--- src/rtl/grant_dispatcher.sv ---
// Decodes an accepted encoder index into a registered one-hot grant, held until release or timeout.
// Latency: grant appears 1 cycle after the transfer edge; idx_ready is high only in IDLE, followed by a 1-cycle dead gap.
module grant_dispatcher #(
  parameter int W = 4,
  parameter int MAX_HOLD = 16,
  localparam int IW = (W > 1) ? $clog2(W) : 1
) (
  input  logic          clock,
  input  logic          reset_n,
  input  logic          idx_valid,
  output logic          idx_ready,
  input  logic [IW-1:0] idx_in,
  input  logic          idx_error,
  input  logic [W-1:0]  release_vec,
  output logic [W-1:0]  grant,
  output logic          busy,
  output logic          timeout,
  output logic          bad_idx,
  output logic [7:0]    grant_count,
  output logic [7:0]    timeout_count
);

  localparam int HW = $clog2(MAX_HOLD);
  localparam logic [IW:0]   W_LIM    = (IW+1)'(W);
  localparam logic [HW-1:0] HOLD_MAX = HW'(MAX_HOLD - 1);

  typedef enum logic [1:0] {S_IDLE, S_GRANT, S_GAP} state_t;

  state_t        r_state;
  state_t        w_next_state;
  logic [W-1:0]  r_grant;
  logic [HW-1:0] r_hold;
  logic          r_timeout;
  logic          r_bad_idx;
  logic [7:0]    r_grant_cnt;
  logic [7:0]    r_timeout_cnt;

  logic          w_xfer;
  logic          w_idx_ok;
  logic          w_release;
  logic          w_hold_max;
  logic [W-1:0]  w_grant_dec;

  assign w_xfer      = idx_valid & idx_ready;
  assign w_idx_ok    = ~idx_error & ({1'b0, idx_in} < W_LIM);
  assign w_grant_dec = W'(1) << idx_in;
  // r_grant is one-hot of the held index, so masking picks out only the owner's release bit
  assign w_release   = |(release_vec & r_grant);
  assign w_hold_max  = (r_hold == HOLD_MAX);

  always_ff @(posedge clock or negedge reset_n) begin
    if (!reset_n) r_state <= S_IDLE;
    else          r_state <= w_next_state;
  end

  always_comb begin
    w_next_state = r_state;
    case (r_state)
      S_IDLE:  if (w_xfer && w_idx_ok) w_next_state = S_GRANT;
      S_GRANT: if (w_release || w_hold_max) w_next_state = S_GAP;
      S_GAP:   w_next_state = S_IDLE;
      default: w_next_state = S_IDLE;
    endcase
  end

  always_comb begin
    idx_ready = 1'b0;
    busy      = 1'b0;
    if (reset_n && r_state == S_IDLE) idx_ready = 1'b1;
    if (r_state != S_IDLE)            busy      = 1'b1;
  end

  always_ff @(posedge clock or negedge reset_n) begin
    if (!reset_n) begin
      r_grant       <= '0;
      r_hold        <= '0;
      r_timeout     <= 1'b0;
      r_bad_idx     <= 1'b0;
      r_grant_cnt   <= 8'd0;
      r_timeout_cnt <= 8'd0;
    end else begin
      r_timeout <= 1'b0;
      r_bad_idx <= 1'b0;
      case (r_state)
        S_IDLE: begin
          if (w_xfer) begin
            if (w_idx_ok) begin
              r_grant <= w_grant_dec;
              r_hold  <= '0;
              if (r_grant_cnt != 8'hFF) r_grant_cnt <= r_grant_cnt + 8'd1;
            end else begin
              r_bad_idx <= 1'b1;
            end
          end
        end
        S_GRANT: begin
          // release takes priority over an expiring hold
          if (w_release) begin
            r_grant <= '0;
          end else if (w_hold_max) begin
            r_grant   <= '0;
            r_timeout <= 1'b1;
            if (r_timeout_cnt != 8'hFF) r_timeout_cnt <= r_timeout_cnt + 8'd1;
          end else begin
            r_hold <= r_hold + HW'(1);
          end
        end
        default: ;
      endcase
    end
  end

  assign grant         = r_grant;
  assign timeout       = r_timeout;
  assign bad_idx       = r_bad_idx;
  assign grant_count   = r_grant_cnt;
  assign timeout_count = r_timeout_cnt;

endmodule

--- config.mk ---
export PLATFORM = sky130hd
export DESIGN_NAME = grant_dispatcher
export DESIGN_NICKNAME = d
export VERILOG_FILES = /design/src/rtl/grant_dispatcher.sv
export SDC_FILE = /design/constraint.sdc
export NUM_CORES = 1
export LEC_CHECK = 0
export BUFFER_PORTS_ARGS = -buffer_cell sky130_fd_sc_hd__buf_2
export CAP_MARGIN = 30
export CORE_MARGIN = 3
export CORE_UTILIZATION = 48
export DETAILED_ROUTE_END_ITERATION = 10
export GPL_ROUTABILITY_DRIVEN = 0
export GPL_TIMING_DRIVEN = 0
export PLACE_DENSITY = 0.73
export SLEW_MARGIN = 20
export SYNTH_ARGS = -nofsm -noshare
export SYNTH_HDL_FRONTEND = slang
export SYNTH_SLANG_ARGS = --single-unit
--- constraint.sdc ---
create_clock -name clock -period 2.7 [get_ports clock]
set_input_delay 0.405 -clock clock [delete_from_list [all_inputs] [get_ports clock]]
set_output_delay 0.405 -clock clock [all_outputs]
set_load 0.02 [all_outputs]
After elaboration in Yosys (flattened, before gate mapping)
Index checks and enable logic that the tools add are counted.

cells by class
  add/sub/neg operators = 3
  eq/ne operators = 11
  shift operators = 1
  muxes and demuxes = 21
  bitwise logic cells = 4
  reduce and logical (&&, ||, !) cells = 12

operators with widths
  cell                                                                   count
  4-bit 2-to-1 mux                                                       8
  8-bit by 1-bit adder with 8-bit output, second input constant          2
  8-bit inequality test, second input constant                           2
  4-bit case mux with 2 select lines                                     2
  2-bit inequality test, second input constant                           6
  4-bit AND reduction                                                    3
  1-bit 2-to-1 mux                                                       8
  5-bit AND reduction                                                    1
  4-bit by 1-bit adder with 4-bit output, second input constant          1
  4-bit AND                                                              1
  4-bit equality test, second input constant                             1
  2-bit 2-to-1 mux                                                       2
  2-bit case mux with 2 select lines                                     1
  2-bit nonzero test                                                     2
  4-bit OR reduction                                                     1
  1-bit by 2-bit left shift with 4-bit output, first input constant      1
  3-bit inequality test, second input constant                           1
  2-bit by 1-bit equality test with 1-bit output, second input constant  1
  1-bit logical AND                                                      2
  2-bit logical NOT                                                      1
  1-bit inverter                                                         2
  2-bit AND reduction                                                    1
  1-bit AND                                                              1
  1-bit logical OR                                                       1

storage, ports and cells
  register bits = 28
  input bits = 10
  word-level logic and storage cells = 59

Longest topological paths before layout
Gate-level depths: netlist (run 1).

  depth in word-level cells = 7
  gate-level depth with buffers = 6
  mapped depth without buffers = 5

Worst setup path before layout (run 1)
No wires, ideal clock.

  path kind = reg2reg
  start point = register r_grant[2], in the netlist grant[2]
  end point = register r_timeout_cnt[1], in the netlist timeout_count[1]
  setup time = 0.128 ns
  arrival time = 1.852 ns
  setup slack = 0.720 ns
  stages on the path, launching flop included = 6
  buffers on the path = 1
  cell sequence = dfrtp_1 a22o_1 or4_4 buf_6 nor2_1 mux2_1

between the ends
  cells in the longest elaborated chain, start to end = 4

ends and longest elaborated chain
  what                           line  RTL
  start: declaration             31    logic [W-1:0] r_grant;
  start signal: assignment       88    r_grant <= w_grant_dec;
  4-bit AND                      48    assign w_release = |(release_vec & r_grant);
  4-bit OR reduction             48
  1-bit inverter (no line)       -
  4-bit AND reduction (no line)  -
  end signal: assignment         103   if (r_timeout_cnt != 8'hFF) r_timeout_cnt <= r_timeout_cnt + 8'd1;
  end: declaration               36    logic [7:0] r_timeout_cnt;

Every way passes these cells.
A chain may end at the register's enable or synchronous reset.

Final worst setup path (run 1)
  start point = register r_hold[0]
  end point = register r_timeout_cnt[7], in the netlist timeout_count[7]

between the ends
  cells in the longest elaborated chain, start to end = 2

ends and longest elaborated chain
  what                           line  RTL
  start: declaration             32    logic [HW-1:0] r_hold;
  start signal: assignment       105   r_hold <= r_hold + HW'(1);
  4-bit equality test            49    assign w_hold_max = (r_hold == HOLD_MAX);
  4-bit AND reduction (no line)  -

Every way passes these cells.

==> results by group, run 1 <==
Worst setup path
  • R2R Setup Slk: 0.64 ns
  • Worst Setup Start Kind: flip-flop
  • CP Data Arrival Time: 2.27 ns
  • Highest net fanout along the worst path: 8
  • Worst Setup End Kind: flip-flop
  • Crit Path Class: flip-flop to flip-flop
  • Req. time, crit path: 2.92 ns

Die
  • Die width: 58.5 um
  • DIE AREA: 0.00342 mm2
  • I/O pin count: 34
  • Num rows: 18
  • Core Area: 0.00254 mm2
  • Die height: 58.5 um
  • Initial Util: 52.0%

Global routing
  • Busiest grt layer: met2
  • Met1 usage: 20.1%
  • Gr usage total: 15.4%
  • M2 GR Usage: 25.2%
  • Largest net degree at the start of global routing: 32
  • Met3 GRT Util: 2.19%
  • Global-route wire length before repair: 4150 um
  • GRT overflow: 0
  • Initial antenna violation count: 0
  • Vias in the first global route: 996

STA
  • RSZ-0062 raised after global routing: false
  • Slew Viols, Final: 0
  • Final period util: 76.2%
  • Final setup TNS: 0 ns
  • Worst-margin pin slew: 0.650 ns
  • FMAX: 486 MHz
  • Clock skew: 0.00836 ns
  • Final setup fails: 0
  • Final Hold Viols: 0
  • Min cycle time layout: 2.06 ns
  • Worst slew margin: 56.7%

Power and ir drop
  • PwrDens: 766 mW/mm2
  • Leakage: 0.771 nW
  • Worst vdd ir: 667 uV

Routing
  • DR vias: 1014
  • Antenna Nets Post-Route: 0
  • Wire length per cell: 13.5 um
  • Drt pass-1 iters: 4
  • Initial DRC Count: 30
  • DR vias/cell: 5.45
  • Final WL: 2520 um
  • Drc violations: 0

Logic synthesis
  • Post-Syn Instances: 119
  • Synth Net Count: 132
  • Seq/Total Area, Yosys: 52.9%
  • Library cells used by synthesis: 32
  • Synth warn: 0
  • FF+latch count, synth: 28
  • Syn_area_per_cell: 11.1 um2
  • Post-Synthesis Cell Area: 0.00132 mm2

Finish
  • Number of diodes: 0
  • Proportion of layout cells with a drive suffix above 1: 28.2%
  • Post-synthesis to final-layout area growth: 18.1%
  • Area of the multi-input gates: 589 um2
  • Sequential cell area: 701 um2
  • Post-route cell area: 0.00156 mm2
  • Final std cells w/o fill: 186
  • Final core utilization: 61.4%
  • Fillcell total: 224
  • Post-layout nets: 170

CTS
  • Post-cts resize count: 0
  • Later-pin clock latency in the skew report: 0.32 ns
  • TritonCTS buffer count: 3
  • CTS tree: yes
  • CTS H-tree depth: 1
  • Root Driver: clkbuf_4
  • Post-CTS setup buffer count: 0
  • Deepest clock path buffer count: 2
  • Clock transition at path regs: 0.15 ns
  • CTS sink cnt: 28
  • Cts hold-fix bufs: 0

Placed design
  • Area after DPL: 0.00153 mm2
  • I/O Buffers: 33
  • Placed cells: 182
  • HPWL after detailed placement: 1820 um

Flow run
  • Max-cap viol count: 0

Status
  • Status: complete, no violations

Min path
  • Hold crit path type: input port to asynchronous set/reset pin
==> logic make-up (layout without fill, tap and decap cells) <==
group | count (synthesis) | in the layout | synth area share, %
AOI/OAI and AO/OA | 12 | 12 | 7.28
xor gates and xnor gates | 12 | 12 | 7.94
adders and majority gates | 3 | 3 | 2.84
buffers and inverters | 7 | 44 | 2.55
DFF | 28 | 28 | 52.9
muxes | 6 | 6 | 4.82
and+or+nand+nor | 51 | 51 | 21.6
==> power breakdown <==
group	total [mW]	internal, mW	switching [mW]	leakage (nW)
clock network	0.201	0.0824	0.119	0.0210
logic	0.401	0.163	0.239	0.398
registers	0.594	0.508	0.0861	0.352
==> cells in the mapped netlist <==
| master | n | area share [%] |
|---|---|---|
| or2_2 | 1 | 0.47 |
| a21oi_1 | 2 | 0.76 |
| a31oi_1 | 1 | 0.47 |
| dfrtp_1 | 28 | 53 |
| buf_6 | 1 | 0.85 |
| nor3_2 | 1 | 0.76 |
| clkbuf_1 | 1 | 0.28 |
| nor2_1 | 5 | 1.4 |
| mux2i_1 | 3 | 2.3 |
| mux2_2 | 1 | 0.85 |
| and3_1 | 5 | 2.4 |
| or4_4 | 1 | 0.85 |
| nor4bb_1 | 1 | 0.76 |
| nor2b_1 | 1 | 0.47 |
| a21o_1 | 1 | 0.57 |
| nand4_1 | 7 | 3.3 |
| nand2b_1 | 3 | 1.4 |
| nor3b_2 | 1 | 0.95 |
| o32ai_1 | 4 | 2.6 |
| mux2_1 | 2 | 1.7 |
| nand4bb_1 | 1 | 0.85 |
| a22o_1 | 2 | 1.3 |
| nor3_1 | 5 | 1.9 |
| a311oi_2 | 1 | 1.1 |
| o21ai_0 | 1 | 0.38 |
| inv_1 | 5 | 1.4 |
| xnor2_1 | 5 | 3.3 |
| nand3_1 | 6 | 2.3 |
| nand2_1 | 12 | 3.4 |
| ha_1 | 3 | 2.8 |
| and2_1 | 1 | 0.47 |
| xor2_1 | 7 | 4.6 |
==> area by class of cell <==
cell class	count	area share (%)
Sequential cell	28	44.8
Inverter	5	1.20
Buffer	2	0.961
Clock buffer	4	2.32
Tap cell	30	2.40
Timing Repair Buffer	33	10.6
Multi-Input combinational cell	84	37.7
==> critical path, cell delays in order (launching register included) <==
cell,delay (ns)
dfrtp_1,0.42
ha_1,0.23
nand3_1,0.13
or4_4,0.50
buf_6,0.15
nor3_2,0.17
mux2_1,0.33
==> metal layers <==
metal | share of wire (%) | vias up
met3 | 5.6 | 2
met1 | 46 | 491
met2 | 47 | 21
met5 | 0 | -
li1 | - | 500
met4 | 0.52 | 0
==> placed cells by master (no fill, tap or decap) <==
| master | Yosys | routed |
|---|---|---|
| nor3_2 | 1 | 1 |
| mux2i_1 | 3 | 3 |
| nor3_1 | 5 | 5 |
| a21oi_1 | 2 | 2 |
| nand2b_1 | 3 | 3 |
| and2_1 | 1 | 1 |
| o32ai_1 | 4 | 4 |
| xor2_1 | 7 | 7 |
| nand2_1 | 12 | 12 |
| clkbuf_1 | 1 | 1 |
| mux2_2 | 1 | 1 |
| or4_4 | 1 | 1 |
| a21o_1 | 1 | 1 |
| inv_1 | 5 | 5 |
| o21ai_0 | 1 | 1 |
| dfrtp_1 | 28 | 28 |
| clkbuf_4 | 0 | 3 |
| or2_2 | 1 | 1 |
| and3_1 | 5 | 5 |
| nor3b_2 | 1 | 1 |
| a31oi_1 | 1 | 1 |
| xnor2_1 | 5 | 5 |
| mux2_1 | 2 | 2 |
| clkbuf_8 | 0 | 1 |
| nand4bb_1 | 1 | 1 |
| nor4bb_1 | 1 | 1 |
| nor2b_1 | 1 | 1 |
| nor2_1 | 5 | 5 |
| a22o_1 | 2 | 2 |
| nand4_1 | 7 | 7 |
| a311oi_2 | 1 | 1 |
| ha_1 | 3 | 3 |
| nand3_1 | 6 | 6 |
| buf_6 | 1 | 1 |
| buf_2 | 0 | 33 |
==> metrics by stage <==
step                      power, mW  hold slack (ns)  worst slack, ns
final                          1.20           0.0824            0.642
after floorplan               0.866            0.109            0.720
after CTS                      1.21            0.106            0.655
after detailed placement       1.00            0.472            0.419
after global placement        0.987            0.467            0.446
after global routing           1.28            0.121            0.512
==> state kept, by name, summed over array words and instances (netlist names) <==
name,flops
r_state,2
bad_idx,1
r_hold,4
timeout_count,8
grant_count,8
grant,4
timeout,1
==> final timing paths <==
| check | from | endpoint | depth (start not counted) |
|---|---|---|---|
| worst max-delay path | r_hold[0] | timeout_count[7] | 6 |
| worst min-delay path | reset_n | r_hold[3] | 1 |
| worst max register to register | r_hold[0] | timeout_count[7] | 6 |
| worst min register to register | grant_count[6] | grant_count[6] | 1 |
| max in group asynchronous | reset_n | timeout_count[2] | 1 |
| min in group clock | idx_in[0] | grant[0] | 2 |
Note: power is estimated with default switching activity, not from simulation.
==> run 2: changes to the inputs <==
Clock period 2.7 ns to 1.9 ns, I/O delays scaled along.
==> run 2 against run 1 <==
Compared with the run above: clock-buffer cell count did not move; global-route usage rose by 1.7 points; critical path depth fell by 1; power rose by 47%; first-iteration DRC count fell by 20%; sequential power rose by 42%; critical endpoint unchanged; largest power group unchanged.
==> results by group, run 2 (synthesized netlist as in run 1, its figures left out) <==
CTS
  • CTS sink cnt: 28
  • Deepest clock path buffer count: 2
  • CTS H-tree depth: 1
  • Clock transition at path regs: 0.15 ns
  • Later-pin clock latency in the skew report: 0.33 ns
  • Root Driver: clkbuf_4
  • TritonCTS buffer count: 3
  • CTS tree: yes

Die
  • Num rows: 18
  • Core Area: 0.00254 mm2
  • DIE AREA: 0.00342 mm2
  • Initial Util: 52.0%
  • Die width: 58.5 um
  • Die height: 58.5 um
  • I/O pin count: 34

STA
  • WHS: 0.168 ns
  • Worst slew margin: 69.9%
  • FMAX: 540 MHz
  • Final setup fails: 0
  • Worst-margin pin slew: 0.448 ns
  • RSZ-0062 raised after global routing: true
  • Final period util: 97.5%
  • Min cycle time layout: 1.85 ns
  • Slew Viols, Final: 0
  • Final WS setup: 0.0479 ns
  • Final Hold Viols: 0
  • Final setup TNS: 0 ns
  • Clock skew: 0.00444 ns

Routing
  • Top layer in use: met4
  • Final WL: 2720 um
  • Routed wl met3: 133 um
  • Drt pass-1 iters: 4
  • DR vias/cell: 5.53
  • WL met1: 1230 um
  • Wire length per cell: 14.1 um
  • Antenna Nets Post-Route: 0
  • Met2 routed WL: 1340 um
  • Drc violations: 0
  • Initial DRC Count: 24
  • DR vias: 1068

Finish
  • Proportion of layout cells with a drive suffix above 1: 34.4%
  • Number of diodes: 0
  • Commonest non-fill, non-tap cell in the layout: buf_2
  • Final core utilization: 65.5%
  • Commonest cells after routing, fill and taps aside: buf_2 (33), dfrtp_1 (27), nand2_1 (12)
  • Post-route cell area: 0.00167 mm2
  • Post-synthesis to final-layout area growth: 26.0%
  • Final std cells w/o fill: 193
  • Post-layout nets: 177

Placed design
  • I/O Buffers: 33
  • HPWL after detailed placement: 1960 um
  • Area after DPL: 0.00154 mm2
  • Pre-CTS setup slack: -0.287 ns
  • Placed cells: 182

Power and ir drop
  • P_sw: 657 uW
  • Leakage: 0.824 nW
  • Worst vdd ir: 794 uV
  • Reg power frac: 48.1%
  • Clock network fraction of design power: 14.5%
  • Internal: 1.10 mW
  • Sw frac: 37.5%
  • Part of the power in combinational logic: 37.4%
  • Final total power: 1.76 mW
  • PwrDens: 1050 mW/mm2

Worst setup path
  • Worst Setup Start Kind: flip-flop
  • Req. time, crit path: 2.13 ns
  • Worst Setup End Kind: flip-flop
  • CP cell instances: ha_4 > nand3_2 > or4_4 > nor3_4 > mux2_1
  • CP Data Arrival Time: 2.09 ns
  • Crit Path Class: flip-flop to flip-flop
  • Crit-path slowest cell: or4_4
  • Highest net fanout along the worst path: 8
  • Critical path's largest stage delay: 0.62 ns

Flow run
  • Max-cap viol count: 0

Global routing
  • Largest net degree at the start of global routing: 29
  • Global-route wire length before repair: 4490 um
  • GRT overflow: 0
  • Gr usage total: 17.1%
  • Vias in the first global route: 1040
  • Initial antenna violation count: 0

Status
  • Status: complete, no violations

Min path
  • Hold crit path type: input port to flip-flop
-- run 2: timing repair --
action / CTS / global route
endpoints found under the hold margin: 28 / 0
resized for setup: 3 / 6
pin swaps: 0 / 5
hold buffers: 2 / 0
endpoints found under the setup margin: 9 / 10
setup buffers: 2 / 4
-- run 2: worst max-delay path, delay by kind of cell (launching register included) --
| family | cells | cell delay, ns |
|---|---|---|
| flip-flops | 1 | 0.42 |
| adder cells (fa/ha/maj) | 1 | 0.17 |
| multiplexers | 1 | 0.32 |
| AND/OR/NAND/NOR | 3 | 0.84 |
-- run 2: worst paths after layout --
path                       slack, ns  depth (start not counted)          endpoint      startpoint
setup reg to reg                0.05                          5  timeout_count[7]       r_hold[1]
min in group asynchronous       0.47                          3         r_hold[2]         reset_n
hold reg to reg                 0.51                          1    grant_count[6]  grant_count[6]
hold / removal                  0.17                          2          grant[1]       idx_in[1]
setup / recovery                0.05                          5  timeout_count[7]       r_hold[1]
max in group asynchronous       1.26                          3          grant[2]         reset_n
-- run 2: power groups by stage --
stage               clock [mW]  sequential, mW  combinational [mW]
finish                   0.255           0.843               0.657
floorplan                    0           0.934               0.298
global placement             0           0.845               0.560
CTS                      0.264           0.836               0.631
global route             0.285           0.869               0.721
detailed placement           0           0.855               0.571
-- run 2: cell type report --
class / count / area [um2]
buffer: 1 / 5.00
clock buffer: 4 / 26.3
fill: 222 / 877
inverter: 5 / 18.8
multi-input combinational: 84 / 638
sequential: 28 / 702
tap: 30 / 37.5
timing repair buffer: 41 / 240
-- run 2: metal layers --
metal | global-route usage [%] | vias to the layer above
met5 | 0 | -
met4 | 3.64 | 0
met3 | 5.04 | 2
met2 | 29.2 | 24
met1 | 21.5 | 521
li1 | - | 521
